`src/rtl/riscv_pkg.sv`:
```
// Shared RISC-V core constants and the fetch-buffer entry layout.
// Imported by the fetch stage, its instruction FIFO and the bench.
package riscv_pkg;
    localparam logic [31:0] NOP_INST         = 32'h0000_0013;
    localparam logic [31:0] RESET_PC_DEFAULT = 32'h0000_0000;

    typedef struct packed {
        logic [31:0] addr;
        logic [31:0] inst;
    } fetch_entry_t;

    localparam int FETCH_ENTRY_W = $bits(fetch_entry_t);
endpackage

```
`src/rtl/if_fetch_if.sv`:
```
// Request/grant/rvalid instruction-memory port between the fetch stage (master) and memory (slave).
// Responses return in request order; address must stay stable while req is high without gnt.
interface if_fetch_if;
    logic        imem_req;
    logic [31:0] imem_addr;
    logic        imem_gnt;
    logic        imem_rvalid;
    logic [31:0] imem_rdata;

    modport master (output imem_req, imem_addr, input imem_gnt, imem_rvalid, imem_rdata);
    modport slave  (input imem_req, imem_addr, output imem_gnt, imem_rvalid, imem_rdata);
endinterface

```
`src/rtl/if_fifo.sv`:
```
// Synchronous in-order FIFO with flush and occupancy count; registered head, no bypass.
// Push while full is accepted only together with a pop; flush has priority over push/pop.
module if_fifo #(
    parameter int WIDTH = 64,
    parameter int DEPTH = 2,
    localparam int CNT_W = $clog2(DEPTH + 1),
    localparam int PTR_W = (DEPTH > 1) ? $clog2(DEPTH) : 1
) (
    input  logic             clk,
    input  logic             rst,
    input  logic             push_i,
    input  logic [WIDTH-1:0] wdata_i,
    input  logic             pop_i,
    input  logic             flush_i,
    output logic [WIDTH-1:0] rdata_o,
    output logic [CNT_W-1:0] count_o,
    output logic             empty_o,
    output logic             full_o
);
    logic [WIDTH-1:0] mem_q [DEPTH];
    logic [PTR_W-1:0] wr_ptr_q, rd_ptr_q;
    logic [CNT_W-1:0] count_q, count_d;
    logic             do_push, do_pop;

    function automatic logic [PTR_W-1:0] ptr_inc(input logic [PTR_W-1:0] p);
        return (p == PTR_W'(DEPTH - 1)) ? '0 : p + PTR_W'(1);
    endfunction

    assign empty_o = (count_q == '0);
    assign full_o  = (count_q == CNT_W'(DEPTH));
    assign do_pop  = pop_i && !empty_o;
    assign do_push = push_i && (!full_o || do_pop);
    assign rdata_o = mem_q[rd_ptr_q];
    assign count_o = count_q;

    always_comb begin
        count_d = count_q;
        case ({do_push, do_pop})
            2'b10:   count_d = count_q + CNT_W'(1);
            2'b01:   count_d = count_q - CNT_W'(1);
            default: count_d = count_q;
        endcase
    end

    always_ff @(posedge clk) begin
        if (rst || flush_i) begin
            wr_ptr_q <= '0;
            rd_ptr_q <= '0;
            count_q  <= '0;
        end else begin
            if (do_push) wr_ptr_q <= ptr_inc(wr_ptr_q);
            if (do_pop)  rd_ptr_q <= ptr_inc(rd_ptr_q);
            count_q <= count_d;
        end
    end

    always_ff @(posedge clk) begin
        if (do_push && !flush_i) mem_q[wr_ptr_q] <= wdata_i;
    end
endmodule

```
`src/rtl/if_fetch.sv`:
```
// Fetch stage: owns the PC, issues credit-limited imem requests, buffers responses for IF/ID (rvalid -> inst_valid in 1 cycle).
// if_id_stall holds the FIFO head; jmp flushes and discards in-flight responses. IF_MISALIGN_CHK_EN adds the misaligned-jmp halt.
module if_fetch
    import riscv_pkg::*;
#(
    parameter logic [31:0] RESET_PC   = RESET_PC_DEFAULT,
    parameter int          FIFO_DEPTH = 2
) (
    input  logic              clk,
    input  logic              rst,
    input  logic              jmp,
    input  logic [31:0]       jmp_addr,
    input  logic              if_id_stall,
    if_fetch_if.master        imem,
    output logic [31:0]       inst_addr_from_if,
    output logic [31:0]       inst_from_if,
    output logic              inst_valid,
    output logic              inst_addr_misaligned
);
    localparam int CNT_W = $clog2(FIFO_DEPTH + 1);

    logic [31:0]      pc_q, pc_d, resp_pc_q, resp_pc_d, jmp_target;
    logic [CNT_W-1:0] outstanding_q, outstanding_d, discard_q, discard_d, fifo_count;
    logic [CNT_W:0]   inflight;
    logic             handshake, push, pop, fifo_empty, fifo_full_unused, fetch_halt;
    fetch_entry_t     push_entry, head_entry;

    assign jmp_target = {jmp_addr[31:2], 2'b00};

`ifdef IF_MISALIGN_CHK_EN
    logic misalign_q;

    always_ff @(posedge clk) begin
        if (rst)      misalign_q <= 1'b0;
        else if (jmp) misalign_q <= (jmp_addr[1:0] != 2'b00);
    end

    assign inst_addr_misaligned = misalign_q;
    assign fetch_halt           = misalign_q;
`else
    logic jmp_addr_lsb_unused;
    assign jmp_addr_lsb_unused  = ^jmp_addr[1:0];
    assign inst_addr_misaligned = 1'b0;
    assign fetch_halt           = 1'b0;
`endif

    // Flush wins over stall, so nothing is popped in a jmp cycle.
    assign pop       = inst_valid && !if_id_stall && !jmp;
    assign push      = imem.imem_rvalid && (discard_q == '0) && !jmp;
    assign inflight  = {1'b0, outstanding_q} + {1'b0, fifo_count} - {{CNT_W{1'b0}}, pop};
    assign handshake = imem.imem_req && imem.imem_gnt;

    assign imem.imem_req  = !rst && !jmp && !fetch_halt && (inflight < (CNT_W+1)'(FIFO_DEPTH));
    assign imem.imem_addr = pc_q;

    always_comb begin
        pc_d          = pc_q;
        resp_pc_d     = resp_pc_q;
        discard_d     = discard_q;
        outstanding_d = outstanding_q;
        case ({handshake, imem.imem_rvalid})
            2'b10:   outstanding_d = outstanding_q + CNT_W'(1);
            2'b01:   outstanding_d = outstanding_q - CNT_W'(1);
            default: outstanding_d = outstanding_q;
        endcase
        if (handshake) pc_d = pc_q + 32'd4;
        // resp_pc_q tracks the PC of the oldest response still owed on the current path.
        if (imem.imem_rvalid) begin
            if (discard_q != '0) discard_d = discard_q - CNT_W'(1);
            else                 resp_pc_d = resp_pc_q + 32'd4;
        end
        if (jmp) begin
            pc_d      = jmp_target;
            resp_pc_d = jmp_target;
            discard_d = outstanding_d;
        end
    end

    always_ff @(posedge clk) begin
        if (rst) begin
            pc_q          <= RESET_PC;
            resp_pc_q     <= RESET_PC;
            outstanding_q <= '0;
            discard_q     <= '0;
        end else begin
            pc_q          <= pc_d;
            resp_pc_q     <= resp_pc_d;
            outstanding_q <= outstanding_d;
            discard_q     <= discard_d;
        end
    end

    assign push_entry = '{addr: resp_pc_q, inst: imem.imem_rdata};

    if_fifo #(
        .WIDTH (FETCH_ENTRY_W),
        .DEPTH (FIFO_DEPTH)
    ) u_fifo (
        .clk     (clk),
        .rst     (rst),
        .push_i  (push),
        .wdata_i (push_entry),
        .pop_i   (pop),
        .flush_i (jmp),
        .rdata_o (head_entry),
        .count_o (fifo_count),
        .empty_o (fifo_empty),
        .full_o  (fifo_full_unused)
    );

    assign inst_valid        = !fifo_empty;
    assign inst_from_if      = inst_valid ? head_entry.inst : NOP_INST;
    assign inst_addr_from_if = inst_valid ? head_entry.addr : 32'h0000_0000;
endmodule

```
`src/flat_wrapper.sv`:
```
// flat-port wrapper written by rule: the top's interface ports become plain ports
module if_fetch_flat import riscv_pkg::*;
#(
    parameter logic [31:0] RESET_PC   = RESET_PC_DEFAULT,
    parameter int          FIFO_DEPTH = 2
)
  (clk, rst, jmp, jmp_addr, if_id_stall, inst_addr_from_if, inst_from_if, inst_valid, inst_addr_misaligned, imem_imem_req, imem_imem_addr, imem_imem_gnt, imem_imem_rvalid, imem_imem_rdata);
  if_fetch_if imem_i ();
  input  logic clk;
  input  logic rst;
  input  logic jmp;
  input  logic [31:0] jmp_addr;
  input  logic if_id_stall;
  output logic [31:0] inst_addr_from_if;
  output logic [31:0] inst_from_if;
  output logic inst_valid;
  output logic inst_addr_misaligned;
  output wire logic [$bits(imem_i.imem_req)-1:0] imem_imem_req;
  output wire logic [$bits(imem_i.imem_addr)-1:0] imem_imem_addr;
  input wire logic [$bits(imem_i.imem_gnt)-1:0] imem_imem_gnt;
  input wire logic [$bits(imem_i.imem_rvalid)-1:0] imem_imem_rvalid;
  input wire logic [$bits(imem_i.imem_rdata)-1:0] imem_imem_rdata;
  assign imem_imem_req = imem_i.imem_req;
  assign imem_imem_addr = imem_i.imem_addr;
  assign imem_i.imem_gnt = imem_imem_gnt;
  assign imem_i.imem_rvalid = imem_imem_rvalid;
  assign imem_i.imem_rdata = imem_imem_rdata;
  if_fetch #(.RESET_PC(RESET_PC), .FIFO_DEPTH(FIFO_DEPTH)) u_core (.clk(clk), .rst(rst), .jmp(jmp), .jmp_addr(jmp_addr), .if_id_stall(if_id_stall), .imem(imem_i), .inst_addr_from_if(inst_addr_from_if), .inst_from_if(inst_from_if), .inst_valid(inst_valid), .inst_addr_misaligned(inst_addr_misaligned));
endmodule
```
`config.mk`:
```
export PLATFORM = sky130hd
export DESIGN_NAME = if_fetch_flat
export DESIGN_NICKNAME = d
export VERILOG_FILES = /design/src/rtl/riscv_pkg.sv /design/src/rtl/if_fetch_if.sv /design/src/rtl/if_fifo.sv /design/src/rtl/if_fetch.sv /design/src/flat_wrapper.sv
export SDC_FILE = /design/constraint.sdc
export NUM_CORES = 1
export LEC_CHECK = 0
export ABC_CLOCK_PERIOD_IN_PS = 16300
export BUFFER_PORTS_ARGS = -buffer_cell sky130_fd_sc_hd__buf_2
export CORE_MARGIN = 5
export CORE_UTILIZATION = 60
export CTS_BUF_LIST = sky130_fd_sc_hd__clkbuf_4 sky130_fd_sc_hd__clkbuf_8 sky130_fd_sc_hd__clkbuf_16
export DETAILED_ROUTE_END_ITERATION = 8
export GPL_ROUTABILITY_DRIVEN = 0
export HOLD_SLACK_MARGIN = 0.08
export PLACE_DENSITY_LB_ADDON = 0.3
export SYNTH_ARGS = -nofsm -noshare
export SYNTH_HDL_FRONTEND = slang
export SYNTH_HIERARCHICAL = 1
export SYNTH_SLANG_ARGS = --single-unit
```
`constraint.sdc`:
```
create_clock -name clk -period 16.3 [get_ports clk]
set_input_delay 1.63 -clock clk [delete_from_list [all_inputs] [get_ports clk]]
set_output_delay 1.63 -clock clk [all_outputs]
set_load 0.05 [all_outputs]
```
==> key figures <==
GRT
  • Initial antenna violation count: 0
  • Vias in the first global route: 5,795
  • GRT Residual Overflow: 0
  • Largest net degree at the start of global routing: between 60 and 70
  • Global-route wire length before repair: about 30 mm
  • GRT Resource Usage Total: between 20% and 30%

Setup path
  • Crit path from: jmp
  • R2r startpoint: u_core/u_fifo/count_o[0]$_SDFFE_PP0P_
  • CP Class: in -> out
  • CP Launch Type: input pin
  • FF-to-FF setup slack: approximately 11 ns
  • Worst setup path endpoint: imem_imem_req
  • Crit. End Element: primary output
  • R2R cell count: 13
  • Worst EP arrival: between 4 and 5 ns
  • Reg2reg end: u_core/discard_q[1]$_SDFFE_PP0P_
  • CP Data Required Time: roughly 15 ns
  • Worst-path fanout max: 48

Clocking
  • Clock latency on the worst-skew pair: 0.42 ns
  • # resized after CTS: 0
  • Htree depth: 4
  • Root Driver: clkbuf_16
  • # hold bufs at CTS: 0
  • Post-CTS setup repair buffer count: 0
  • Buffer depth of the longest clock path: 2
  • Num Clock Sinks: 197
  • CTS Buf Count: 17
  • Clk pin slew, worst setup/hold paths: about 0.06 ns
  • CTS tree: done

Drt
  • Number of remaining DRC errors: 0
  • Post-DRT Antenna Nets: 0
  • 1st-iter DRT viols: around 420
  • Drt wl/cell: ~17 um
  • Routed WL: 18.6 mm
  • DR pass1 iterations: 4
  • Vias/cell: 5.68
  • Via count: 6,319

Timing
  • Final Skew: approximately 0.0077 ns
  • Slew @ Worst Pin: about 0.95 ns
  • Tmin final: 5.81 ns
  • Setup TNS: 0 ns
  • Fin. Hold Viols: 0
  • Max Clock Freq: ~0.17 GHz
  • Max Slew Vio Count: 0
  • RSZ-0062 raised after global routing: no
  • Setup violators final: 0
  • Tcrit/Tclk final: between 30% and 40%
  • Worst slew margin: between 30% and 40%

Floorplanning
  • Initial Utilization: between 60% and 70%
  • Core area: ~15,000 um2
  • Height of the die: approximately 130 um
  • Die area: between 15,000 and 20,000 um2
  • IO Pins: between 150 and 200
  • Placement Rows: 45
  • Chip width: about 130 um

Outcome
  • Status: completed

Power and ir drop
  • PD cells: about 100 nW/um2
  • Pleak: between 0.003 and 0.004 uW
  • Peak supply drop: ~0.074 mV

Place
  • HPWL Detailed: 12.2 mm
  • Placed cell count: roughly 1,100
  • IO buf count: 163

Yosys
  • Cell Area, Synth: approximately 9000 um2
  • Cells after Synth: between 700 and 800
  • Ys Warns: 6
  • Syn Area/Cell: between 10 and 15 um2

Final layout
  • N_diodes: 0
  • Share of layout cells above drive strength 1: 30.8%
  • Final Net Count: approximately 1,000
  • Syn-to-layout area delta: 15.4%
  • Layout Cells excl Fill: between 1,000 and 1,500

Min path
  • Hold WC Path Type: reg -> reg

Flow run
  • Max_cap viols: 0
metal layers:
metal,part of all wire (%),track usage [%],vias to the layer above
met1,47,31.8,2971
li1,-,-,3086
met4,1.3,5.60,0
met5,0,0,-
met2,44,29.9,245
met3,7.6,4.37,17
flip-flops by register name, indices dropped and copies added (netlist names), named ones only:
| register | flops |
|---|---|
| u_core/discard_q | 2 |
| u_core/u_fifo/mem_q | 128 |
| u_core/resp_pc_q | 30 |
| u_core/outstanding_q | 2 |
| u_core/imem.imem_addr | 30 |
| u_core/u_fifo/wr_ptr_q | 1 |
| u_core/u_fifo/count_o | 2 |
| u_core/u_fifo/rd_ptr_q | 1 |
area by class of cell:
type	count	area, um2
clock buffer	20	448
clock inverter	12	66.3
fill	1113	4560
inverter	24	90.1
multi-input combinational	502	3550
sequential	197	5230
tap	188	235
timing repair buffer	169	861
power by group:
group / internal, uW / total (uW) / switching, uW
Sequential: 552 / 570 / 17.8
Clock: 197 / 364 / 167
Combinational: 39.8 / 122 / 81.9
metrics by stage:
stage / power [uW] / hold slack (ns) / worst slack, ns / area (um2) / utilization (%)
final: 1060 / 0.508 / 10.49 / 10500 / 69.7
after CTS: 1060 / 0.509 / 10.47 / 10500 / 69.7
after global placement: 699 / 0.480 / 10.27 / 9960 / 66.2
after global routing: 1090 / 0.537 / 10.27 / 10500 / 69.7
after floorplan: 668 / 0.424 / 8.48 / 9090 / -
after detailed placement: 702 / 0.497 / 10.22 / 9960 / 66.2
worst min path at each step:
stage                     depth (start not counted)  slack, ns                                start                                    to
after floorplan                                   0       0.42     u_core/resp_pc_q[8]$_SDFFE_PP0P_  u_core/u_fifo/mem_q[0][40]$_DFFE_PP_
after global placement                            2       0.48  u_core/u_fifo/wr_ptr_q$_SDFFE_PP0P_   u_core/u_fifo/wr_ptr_q$_SDFFE_PP0P_
after detailed placement                          2       0.50  u_core/u_fifo/wr_ptr_q$_SDFFE_PP0P_   u_core/u_fifo/wr_ptr_q$_SDFFE_PP0P_
after CTS                                         2       0.51  u_core/u_fifo/wr_ptr_q$_SDFFE_PP0P_   u_core/u_fifo/wr_ptr_q$_SDFFE_PP0P_
after global routing                              0       0.54    u_core/resp_pc_q[29]$_SDFFE_PP0P_  u_core/u_fifo/mem_q[0][61]$_DFFE_PP_
final                                             2       0.51  u_core/u_fifo/wr_ptr_q$_SDFFE_PP0P_   u_core/u_fifo/wr_ptr_q$_SDFFE_PP0P_
layout by cell type (no fill, tap or decap), types with 7 or more instances in the layout:
cell and count:
a211oi_1 14, a21o_1 7, a21oi_1 28, a31oi_1 17, and3_1 9, and4_1 9
buf_2 163, clkbuf_16 17, conb_1 7, dfxtp_1 68, edfxtp_1 128, inv_1 21
mux2_2 64, nand2_1 46, nand3_1 18, nand4_1 18, nor2_1 45, nor2b_1 62
nor3_1 12, o211ai_1 7, o21ai_0 12, or3_1 11, xnor2_1 21, xor2_1 17
critical path, cell delays in order:
cell      delay, ns
buf_2          0.69
nor3_1         0.27
ha_1           0.33
nand2b_1       0.15
fa_1           0.37
xor2_1         0.26
and3_1         0.21
buf_2          0.26
Power figures use the tool's default switching activity.
